### config.mk
export PLATFORM = sky130hd
export DESIGN_NAME = bid_round_sequencer
export DESIGN_NICKNAME = d
export VERILOG_FILES = /design/src/rtl/bid_pkg.sv /design/src/rtl/bid_cmd_issuer.sv /design/src/rtl/bid_round_sequencer.sv
export SDC_FILE = /design/constraint.sdc
export NUM_CORES = 1
export LEC_CHECK = 0
export ABC_CLOCK_PERIOD_IN_PS = 2790
export CAP_MARGIN = 5
export CORE_ASPECT_RATIO = 0.7
export CORE_MARGIN = 3
export CORE_UTILIZATION = 40
export DETAILED_ROUTE_END_ITERATION = 6
export HOLD_SLACK_MARGIN = 0.02
export PLACE_DENSITY = 0.68
export SYNTH_ARGS = -nofsm -noshare
export SYNTH_HDL_FRONTEND = slang
export SYNTH_SLANG_ARGS = --single-unit
### constraint.sdc
create_clock -name clk -period 2.79 [get_ports clk]
set_input_delay 0.558 -clock clk [delete_from_list [all_inputs] [get_ports clk]]
set_output_delay 0.558 -clock clk [all_outputs]
set_load 0.005 [all_outputs]
### src/rtl/bid_pkg.sv
// Shared types for the bid controller host sequencer: opcodes, error codes, FSM states.
// The optional watchdog is enabled with the BIDSEQ_WDOG_EN macro.
package bid_pkg;

  typedef enum logic [3:0] {
    OP_NOP         = 4'd0,
    OP_UNLOCK      = 4'd1,
    OP_LOCK        = 4'd2,
    OP_LOAD_X      = 4'd3,
    OP_LOAD_Y      = 4'd4,
    OP_LOAD_Z      = 4'd5,
    OP_SET_COST    = 4'd6,
    OP_SET_TIMER   = 4'd7,
    OP_ROUND_START = 4'd8
  } bid_op_e;

  typedef enum logic [1:0] {
    SEQ_ERR_NONE = 2'd0,
    SEQ_ERR_CTRL = 2'd1,
    SEQ_ERR_WDOG = 2'd2
  } seq_err_e;

  typedef enum logic [3:0] {
    ST_IDLE,
    ST_UNLOCK,
    ST_CFG,
    ST_LOCK,
    ST_START,
    ST_WAIT_RND,
    ST_CAPTURE,
    ST_DONE,
    ST_ERROR
  } seq_state_e;

  typedef enum logic [1:0] {
    ISS_IDLE,
    ISS_WAIT_LO,
    ISS_WAIT_HI
  } iss_state_e;

  typedef struct packed {
    logic [31:0] key;
    logic [31:0] credit_x;
    logic [31:0] credit_y;
    logic [31:0] credit_z;
    logic [31:0] bid_cost;
    logic [31:0] round_time;
  } op_regs_t;

  localparam logic [2:0] CFG_LAST = 3'd4;

  // Configuration commands issued between UNLOCK and LOCK, in order.
  function automatic bid_op_e cfg_op(input logic [2:0] idx);
    case (idx)
      3'd0:    return OP_LOAD_X;
      3'd1:    return OP_LOAD_Y;
      3'd2:    return OP_LOAD_Z;
      3'd3:    return OP_SET_COST;
      default: return OP_SET_TIMER;
    endcase
  endfunction

endpackage

### src/rtl/bid_cmd_issuer.sv
// Single-command handshake with the bid controller: strobe, wait ready low, wait ready high.
// With BIDSEQ_WDOG_EN defined, a watchdog bounds every wait, including the external round wait.
module bid_cmd_issuer
  import bid_pkg::*;
#(
  parameter int WDOG_CYCLES = 1024
) (
  input  logic        clk,
  input  logic        reset_n,
  input  logic        req,
  input  bid_op_e     op,
  input  logic [31:0] data,
  input  logic        ext_wait,
  input  logic        ext_event,
  input  logic        ready,
  input  logic [2:0]  err,
  output logic [3:0]  C_op,
  output logic [31:0] C_data,
  output logic        C_start,
  output logic        cmd_done,
  output logic        cmd_err,
  output logic        cmd_timeout
);

  iss_state_e state, state_d;
  logic       launch;

  assign launch = (state == ISS_IDLE) && req && ready;

  always_comb begin
    // NOTE: every always_comb output gets a default first so no path leaves it unassigned (no latch).
    state_d  = state;
    cmd_done = 1'b0;
    cmd_err  = 1'b0;
    case (state)
      ISS_IDLE:    if (launch) state_d = ISS_WAIT_LO;
      ISS_WAIT_LO: begin
        if (!ready)           state_d = ISS_WAIT_HI;
        else if (cmd_timeout) state_d = ISS_IDLE;
      end
      ISS_WAIT_HI: begin
        if (ready) begin
          state_d  = ISS_IDLE;
          cmd_done = (err == 3'd0);
          cmd_err  = (err != 3'd0);
        end else if (cmd_timeout) begin
          state_d = ISS_IDLE;
        end
      end
      default:     state_d = ISS_IDLE;
    endcase
  end

  // NOTE: sequential state uses non-blocking assignments so every flop samples pre-edge values.
  always_ff @(posedge clk or negedge reset_n) begin
    if (!reset_n) begin
      state   <= ISS_IDLE;
      C_start <= 1'b0;
      C_op    <= 4'd0;
      C_data  <= 32'd0;
    end else begin
      state   <= state_d;
      C_start <= launch;
      if (launch) begin
        C_op   <= op;
        C_data <= data;
      end
    end
  end

`ifdef BIDSEQ_WDOG_EN
  localparam int WD_W = (WDOG_CYCLES > 1) ? $clog2(WDOG_CYCLES) : 1;

  logic [WD_W-1:0] wd_cnt;
  logic            wd_active;
  logic            wd_event;

  always_comb begin
    wd_active = (state != ISS_IDLE) || ext_wait;
    case (state)
      ISS_WAIT_LO: wd_event = !ready;
      ISS_WAIT_HI: wd_event = ready;
      default:     wd_event = ext_event;
    endcase
  end

  // Counts cycles spent waiting for the current event; fires on the last allowed cycle.
  assign cmd_timeout = wd_active && !wd_event && (wd_cnt == WD_W'(WDOG_CYCLES - 1));

  always_ff @(posedge clk or negedge reset_n) begin
    if (!reset_n)                                 wd_cnt <= '0;
    else if (!wd_active || wd_event || cmd_timeout) wd_cnt <= '0;
    else                                          wd_cnt <= wd_cnt + WD_W'(1);
  end
`else
  localparam int unused_wdog_cycles = WDOG_CYCLES;
  logic unused_wdog_inputs;
  assign unused_wdog_inputs = ext_wait ^ ext_event;
  assign cmd_timeout        = 1'b0;
`endif

endmodule

### src/rtl/bid_round_sequencer.sv
// Host-side sequencer: configures the bid controller on `go`, then runs num_rounds rounds.
// Optional watchdog via BIDSEQ_WDOG_EN (seq_err = 2 on timeout).
module bid_round_sequencer
  import bid_pkg::*;
#(
  parameter int WDOG_CYCLES  = 1024,
  parameter int MAX_ROUNDS_W = 8
) (
  input  logic                    clk,
  input  logic                    reset_n,
  input  logic                    go,
  input  logic                    abort,
  input  logic [31:0]             key,
  input  logic [31:0]             credit_x,
  input  logic [31:0]             credit_y,
  input  logic [31:0]             credit_z,
  input  logic [31:0]             bid_cost,
  input  logic [31:0]             round_time,
  input  logic [MAX_ROUNDS_W-1:0] num_rounds,
  output logic                    busy,
  output logic                    done,
  output logic [1:0]              seq_err,
  output logic [2:0]              ctrl_err,
  output logic [MAX_ROUNDS_W-1:0] rounds_done,
  output logic [31:0]             last_max_bid,
  output logic [2:0]              last_win,
  output logic [3:0]              C_op,
  output logic [31:0]             C_data,
  output logic                    C_start,
  input  logic                    ready,
  input  logic                    roundOver,
  input  logic [2:0]              err,
  input  logic [31:0]             maxBid,
  input  logic                    X_win,
  input  logic                    Y_win,
  input  logic                    Z_win
);

  seq_state_e              state, state_d;
  op_regs_t                ops_q;
  logic [MAX_ROUNDS_W-1:0] num_rounds_q;
  logic [2:0]              cfg_idx;
  logic                    abort_q, abort_seen;
  seq_err_e                seq_err_q;

  logic        iss_req;
  bid_op_e     iss_op;
  logic [31:0] iss_data;
  logic        cmd_done, cmd_err, cmd_timeout;

  assign busy       = !(state inside {ST_IDLE, ST_DONE, ST_ERROR});
  assign done       = (state == ST_DONE);
  assign seq_err    = seq_err_q;
  assign abort_seen = abort | abort_q;

  bid_cmd_issuer #(.WDOG_CYCLES(WDOG_CYCLES)) u_issuer (
    .clk         (clk),
    .reset_n     (reset_n),
    .req         (iss_req),
    .op          (iss_op),
    .data        (iss_data),
    .ext_wait    (state == ST_WAIT_RND),
    .ext_event   (roundOver),
    .ready       (ready),
    .err         (err),
    .C_op        (C_op),
    .C_data      (C_data),
    .C_start     (C_start),
    .cmd_done    (cmd_done),
    .cmd_err     (cmd_err),
    .cmd_timeout (cmd_timeout)
  );

  always_comb begin
    iss_req  = 1'b0;
    iss_op   = OP_NOP;
    iss_data = 32'd0;
    case (state)
      ST_UNLOCK: begin
        iss_req  = 1'b1;
        iss_op   = OP_UNLOCK;
        iss_data = ops_q.key;
      end
      ST_CFG: begin
        iss_req = 1'b1;
        iss_op  = cfg_op(cfg_idx);
        case (cfg_idx)
          3'd0:    iss_data = ops_q.credit_x;
          3'd1:    iss_data = ops_q.credit_y;
          3'd2:    iss_data = ops_q.credit_z;
          3'd3:    iss_data = ops_q.bid_cost;
          default: iss_data = ops_q.round_time;
        endcase
      end
      ST_LOCK: begin
        iss_req = 1'b1;
        iss_op  = OP_LOCK;
      end
      ST_START: begin
        iss_req = 1'b1;
        iss_op  = OP_ROUND_START;
      end
      default: ;
    endcase
  end

  always_comb begin
    state_d = state;
    case (state)
      ST_IDLE: if (go) state_d = ST_UNLOCK;
      ST_UNLOCK, ST_CFG, ST_LOCK, ST_START: begin
        if (cmd_err || cmd_timeout)                 state_d = ST_ERROR;
        else if (cmd_done && abort_seen)            state_d = ST_DONE;
        else if (cmd_done) begin
          if (state == ST_UNLOCK)                   state_d = ST_CFG;
          else if (state == ST_CFG)                 state_d = (cfg_idx == CFG_LAST) ? ST_LOCK : ST_CFG;
          else if (state == ST_LOCK)                state_d = (num_rounds_q == '0) ? ST_DONE : ST_START;
          else                                      state_d = ST_WAIT_RND;
        end
      end
      // A round result arriving together with abort is captured before stopping.
      ST_WAIT_RND: begin
        if (roundOver)        state_d = ST_CAPTURE;
        else if (cmd_timeout) state_d = ST_ERROR;
        else if (abort_seen)  state_d = ST_DONE;
      end
      ST_CAPTURE: state_d = (rounds_done == num_rounds_q || abort_seen) ? ST_DONE : ST_START;
      default:    state_d = ST_IDLE;
    endcase
  end

  always_ff @(posedge clk or negedge reset_n) begin
    if (!reset_n) state <= ST_IDLE;
    else          state <= state_d;
  end

  always_ff @(posedge clk or negedge reset_n) begin
    if (!reset_n) begin
      // NOTE: the operand copy is plain flops, so it is reset with everything else.
      ops_q        <= '0;
      num_rounds_q <= '0;
      cfg_idx      <= 3'd0;
      abort_q      <= 1'b0;
      seq_err_q    <= SEQ_ERR_NONE;
      ctrl_err     <= 3'd0;
      rounds_done  <= '0;
      last_max_bid <= 32'd0;
      last_win     <= 3'd0;
    end else begin
      if (state == ST_IDLE && go) begin
        ops_q        <= '{key: key, credit_x: credit_x, credit_y: credit_y, credit_z: credit_z,
                          bid_cost: bid_cost, round_time: round_time};
        num_rounds_q <= num_rounds;
        cfg_idx      <= 3'd0;
        abort_q      <= 1'b0;
        seq_err_q    <= SEQ_ERR_NONE;
        ctrl_err     <= 3'd0;
        rounds_done  <= '0;
      end
      if (busy && abort) abort_q <= 1'b1;
      if (state == ST_CFG && cmd_done) cfg_idx <= cfg_idx + 3'd1;
      if (cmd_err) begin
        seq_err_q <= SEQ_ERR_CTRL;
        ctrl_err  <= err;
      end
      if (cmd_timeout) seq_err_q <= SEQ_ERR_WDOG;
      // Results are taken on the roundOver cycle itself, so a one-cycle valid window suffices.
      if (state == ST_WAIT_RND && roundOver) begin
        last_max_bid <= maxBid;
        last_win     <= {Z_win, Y_win, X_win};
        rounds_done  <= rounds_done + MAX_ROUNDS_W'(1);
      end
    end
  end

endmodule

==> results.sh, run 1 <==
export IMPL_clkSinkCount=294
export IMPL_cp_end_kind="primary output"
export IMPL_ys_flop_type="dfrtp_1"
export IMPL_crit_type="flop to primary output"
export IMPL_grt_max_degree=91
export IMPL_die_area_sq_um=34300
export IMPL_critPathMaxFanout=6
export IMPL_drv_cap=0
export IMPL_wl_per_cell_um=17.9
export IMPL_ctsRootBufferMaster="clkbuf_16"
export IMPL_crit_path_end="busy"
export IMPL_worst_pin_slew_ps=718
export IMPL_cpPeakStageDelay_ps=530
export IMPL_grt_pass1_wl_um=61500
export IMPL_cts_buffers=30
export IMPL_coreArea_sq_um=31400
export IMPL_slew_limit_headroom=0.521
export IMPL_min_from="last_max_bid[26]"
export IMPL_syn_inst=1486
export IMPL_viasPerCell=5.16
export IMPL_hp_class="flop to flop"
export IMPL_grt_usage=0.225
export IMPL_htreeDepth=1
export IMPL_synth_edff_count=0
export IMPL_synthToLayoutAreaGrowth_pct=37.7
export IMPL_cts_reportedPaths_clkPinSlew_ps=60
export IMPL_drt_iter0_drc=1044
export IMPL_antenna_found_initial=1
export IMPL_synth_cell_types=50
export IMPL_hpwl_um=26900
export IMPL_die_h_um=156
export IMPL_cp_slowest_cell="clkdlybuf4s50_1"
export IMPL_synthesis_area_sq_um=12800
export IMPL_clk_insertion_delay_late_ps=560
export IMPL_cp_start_kind="flop"
export IMPL_io_buffer_count=329
export IMPL_start_util=0.409
export IMPL_drive_above_1_share=0.0545
export IMPL_fillCellCount=2782
export IMPL_ff2ff_setup_slack_ps=450
export IMPL_crit_required_ps=2230
export IMPL_ys_seq_elements=294
export IMPL_p_per_area_nw_per_um2=1020
export IMPL_postSynthAreaPerCell_sq_um=8.64
export IMPL_fin_skew_ps=12.5
export IMPL_cellLeakagePower_uw=0.00845
export IMPL_first_pass_iters=5
export IMPL_synth_top_area_frac=0.573
export IMPL_finalSetupTns_ps=0
export IMPL_yosysWarnings=0
export IMPL_synth_nets=1736
export IMPL_async_flop_share=1.00
export IMPL_fp_dieW_um=220
export IMPL_yosysSeqAreaShare=0.573
export IMPL_reg2reg_from="cfg_idx[1]"
export IMPL_layout_min_cycle_time_ps=2610
export IMPL_hold_viol=0
export IMPL_cts_tree="yes"
export IMPL_setup_viol=0
export IMPL_fmax_mhz=383
export IMPL_period_share=0.935
export IMPL_yosys_area_top_type="dfrtp_1"
export IMPL_crit_chain="nor2b_2 > and3_1 > nor2_1 > clkdlybuf4s50_1"
export IMPL_cp_arrival_ps=2050
export IMPL_final_max_slew_viol_count=0
export IMPL_ios=331
export IMPL_drc_errors=0
export IMPL_worstReg2RegEnd="u_issuer.C_data[26]"
export IMPL_cp_startpoint="state[2]"
export IMPL_irDropWorstVdd_mv=0.477
export IMPL_nets=2025
export IMPL_place_congestion=0.867
export IMPL_clock_path_buffers=3
export IMPL_hold_path_depth=2
export IMPL_vias=11435
export IMPL_rr_worst_depth=8
export IMPL_fin_util=0.563
export IMPL_grt_pass1_vias=11026
export IMPL_rsz0062_at_grt="no"
export IMPL_grt_ovfl_total=0
export IMPL_synth_top_cells_by_area="dfrtp_1, nand2_1, a22o_1, a221oi_1, a22oi_1"
export IMPL_drtAntennaViolNets=0
export IMPL_rows=54
export IMPL_routed_wl_um=39700
export IMPL_outcome="complete, no violations"
==> Yosys cell counts, drive strengths merged, types with 2 or more instances <==
library cell / instances
a21oi: 40
a221oi: 32
a22o: 34
a22oi: 33
a31oi: 3
a32o: 3
and2: 2
and3: 5
buf: 55
clkbuf: 49
dfrtp: 294
ha: 6
inv: 11
mux2i: 3
nand2: 752
nand3: 8
nand4: 6
nor2: 51
nor2b: 3
nor3: 11
nor3b: 2
o211ai: 2
o21ai: 48
o22ai: 2
o311ai: 2
or4: 3
xnor2: 10
==> flip-flops by register name (all words and copies together) (netlist names) <==
| register | count |
|---|---|
| u_issuer.C_op | 4 |
| last_win | 3 |
| state | 4 |
| num_rounds_q | 8 |
| seq_err | 1 |
| cfg_idx | 3 |
| abort_q | 1 |
| ctrl_err | 3 |
| u_issuer.state | 2 |
| rounds_done | 8 |
| ops_q | 192 |
| u_issuer.C_start | 1 |
| last_max_bid | 32 |
| u_issuer.C_data | 32 |
==> how the worst min path moves through the flow <==
| stage | slack, ps | end |
|---|---|---|
| final | 470 | last_max_bid[26] |
| after global routing | 500 | ops_q[114] |
| after CTS | 480 | last_max_bid[21] |
| after detailed placement | 460 | last_max_bid[21] |
| after global placement | 460 | ops_q[94] |
| after floorplan | 260 | abort_q |
==> per-layer routing <==
layer | GRT usage | vias up | wire, um
met5 | 0 | - | 0
met4 | 0.0429 | 0 | 667
met3 | 0.0417 | 55 | 2800
met2 | 0.346 | 410 | 18000
met1 | 0.337 | 5569 | 18200
li1 | - | 5401 | -
==> metrics by stage <==
step / hold slack [ps] / cells / worst slack, ps / cell area [sq um] / total power [uW]
6_report: 470 / 2218 / 180 / 17700 / 18100
4_1_cts: 476 / 2215 / 54.9 / 17700 / 18200
2_1_floorplan: 262 / 1486 / 706 / 12800 / 10900
3_5_place_dp: 461 / 2160 / 362 / 16600 / 13900
3_3_place_gp: 457 / 2160 / 436 / 16600 / 13700
5_1_grt: 495 / 2218 / 32.5 / 17700 / 19400
==> critical path, delay by kind of cell (launching register included) <==
kind                   cells  cell delay [ps]
AND/OR/NAND/NOR            3              540
buffers and inverters      1              530
flip-flops                 1              420
==> cell type report <==
type                       count  area, sq um  share of cell area
clock inverter                11          130             0.00736
timing repair buffer         361         3720               0.210
sequential                   294         7360               0.416
antenna                        1         2.50            0.000142
inverter                      11         41.3             0.00234
multi-input combinational   1077         4990               0.282
tap                          420          526              0.0297
clock buffer                  43          911              0.0515
==> where the power goes <==
group / switching, uW / internal (uW)
Sequential: 1150 / 6210
Combinational: 3470 / 3060
Clock: 1710 / 2530
==> repair_timing <==
| item | in CTS | in global routing |
|---|---|---|
| buffers inserted | 0 | 2 |
| endpoints found under the hold margin | 55 | 0 |
| pin swaps | 0 | 0 |
| hold buffers | 1 | 0 |
| setup endpoints to repair | 2 | 2 |
| resized for setup | 1 | 1 |
==> placed cells by master (no fill, tap or decap), types with 3 or more instances in the layout <==
| master | count |
|---|---|
| a221oi_1 | 32 |
| bufinv_16 | 3 |
| xnor2_1 | 10 |
| dfrtp_1 | 292 |
| o21ai_0 | 45 |
| buf_12 | 14 |
| clkbuf_1 | 3 |
| nor3_1 | 10 |
| clkbuf_16 | 31 |
| nand3_1 | 7 |
| inv_1 | 11 |
| mux2i_1 | 3 |
| ha_2 | 4 |
| buf_4 | 17 |
| a32o_1 | 3 |
| a22oi_1 | 33 |
| a21oi_1 | 40 |
| a22o_1 | 34 |
| nand4_1 | 6 |
| a31oi_1 | 3 |
| nor2_1 | 50 |
| o21ai_1 | 3 |
| and3_1 | 4 |
| clkinv_2 | 8 |
| or4_1 | 3 |
| nand2_1 | 752 |
| clkdlybuf4s50_1 | 328 |
| clkbuf_8 | 9 |
==> cells by family after synthesis <==
kind of cell	Yosys count	share of synthesized area
flops	294	0.573
other cells	1	0.000292
buf+inv	115	0.0406
fa+ha+maj	7	0.00663
compound gates	205	0.110
mux	4	0.00322
simple gates	849	0.258
xor+xnor	11	0.00750
No activity file was read; power rests on OpenSTA's default activity.
==> inputs of run 2 (changes only) <==
--- a/config.mk
+++ b/config.mk
@@ -11,8 +11,10 @@
 export CORE_MARGIN = 3
 export CORE_UTILIZATION = 40
 export DETAILED_ROUTE_END_ITERATION = 6
+export GPL_ROUTABILITY_DRIVEN = 0
 export HOLD_SLACK_MARGIN = 0.02
 export PLACE_DENSITY = 0.68
+export SKIP_LAST_GASP = 1
 export SYNTH_ARGS = -nofsm -noshare
 export SYNTH_HDL_FRONTEND = slang
 export SYNTH_SLANG_ARGS = --single-unit
==> results of run 2 <==
No change in the layout: final DEF, timing and power equal those of run 1.
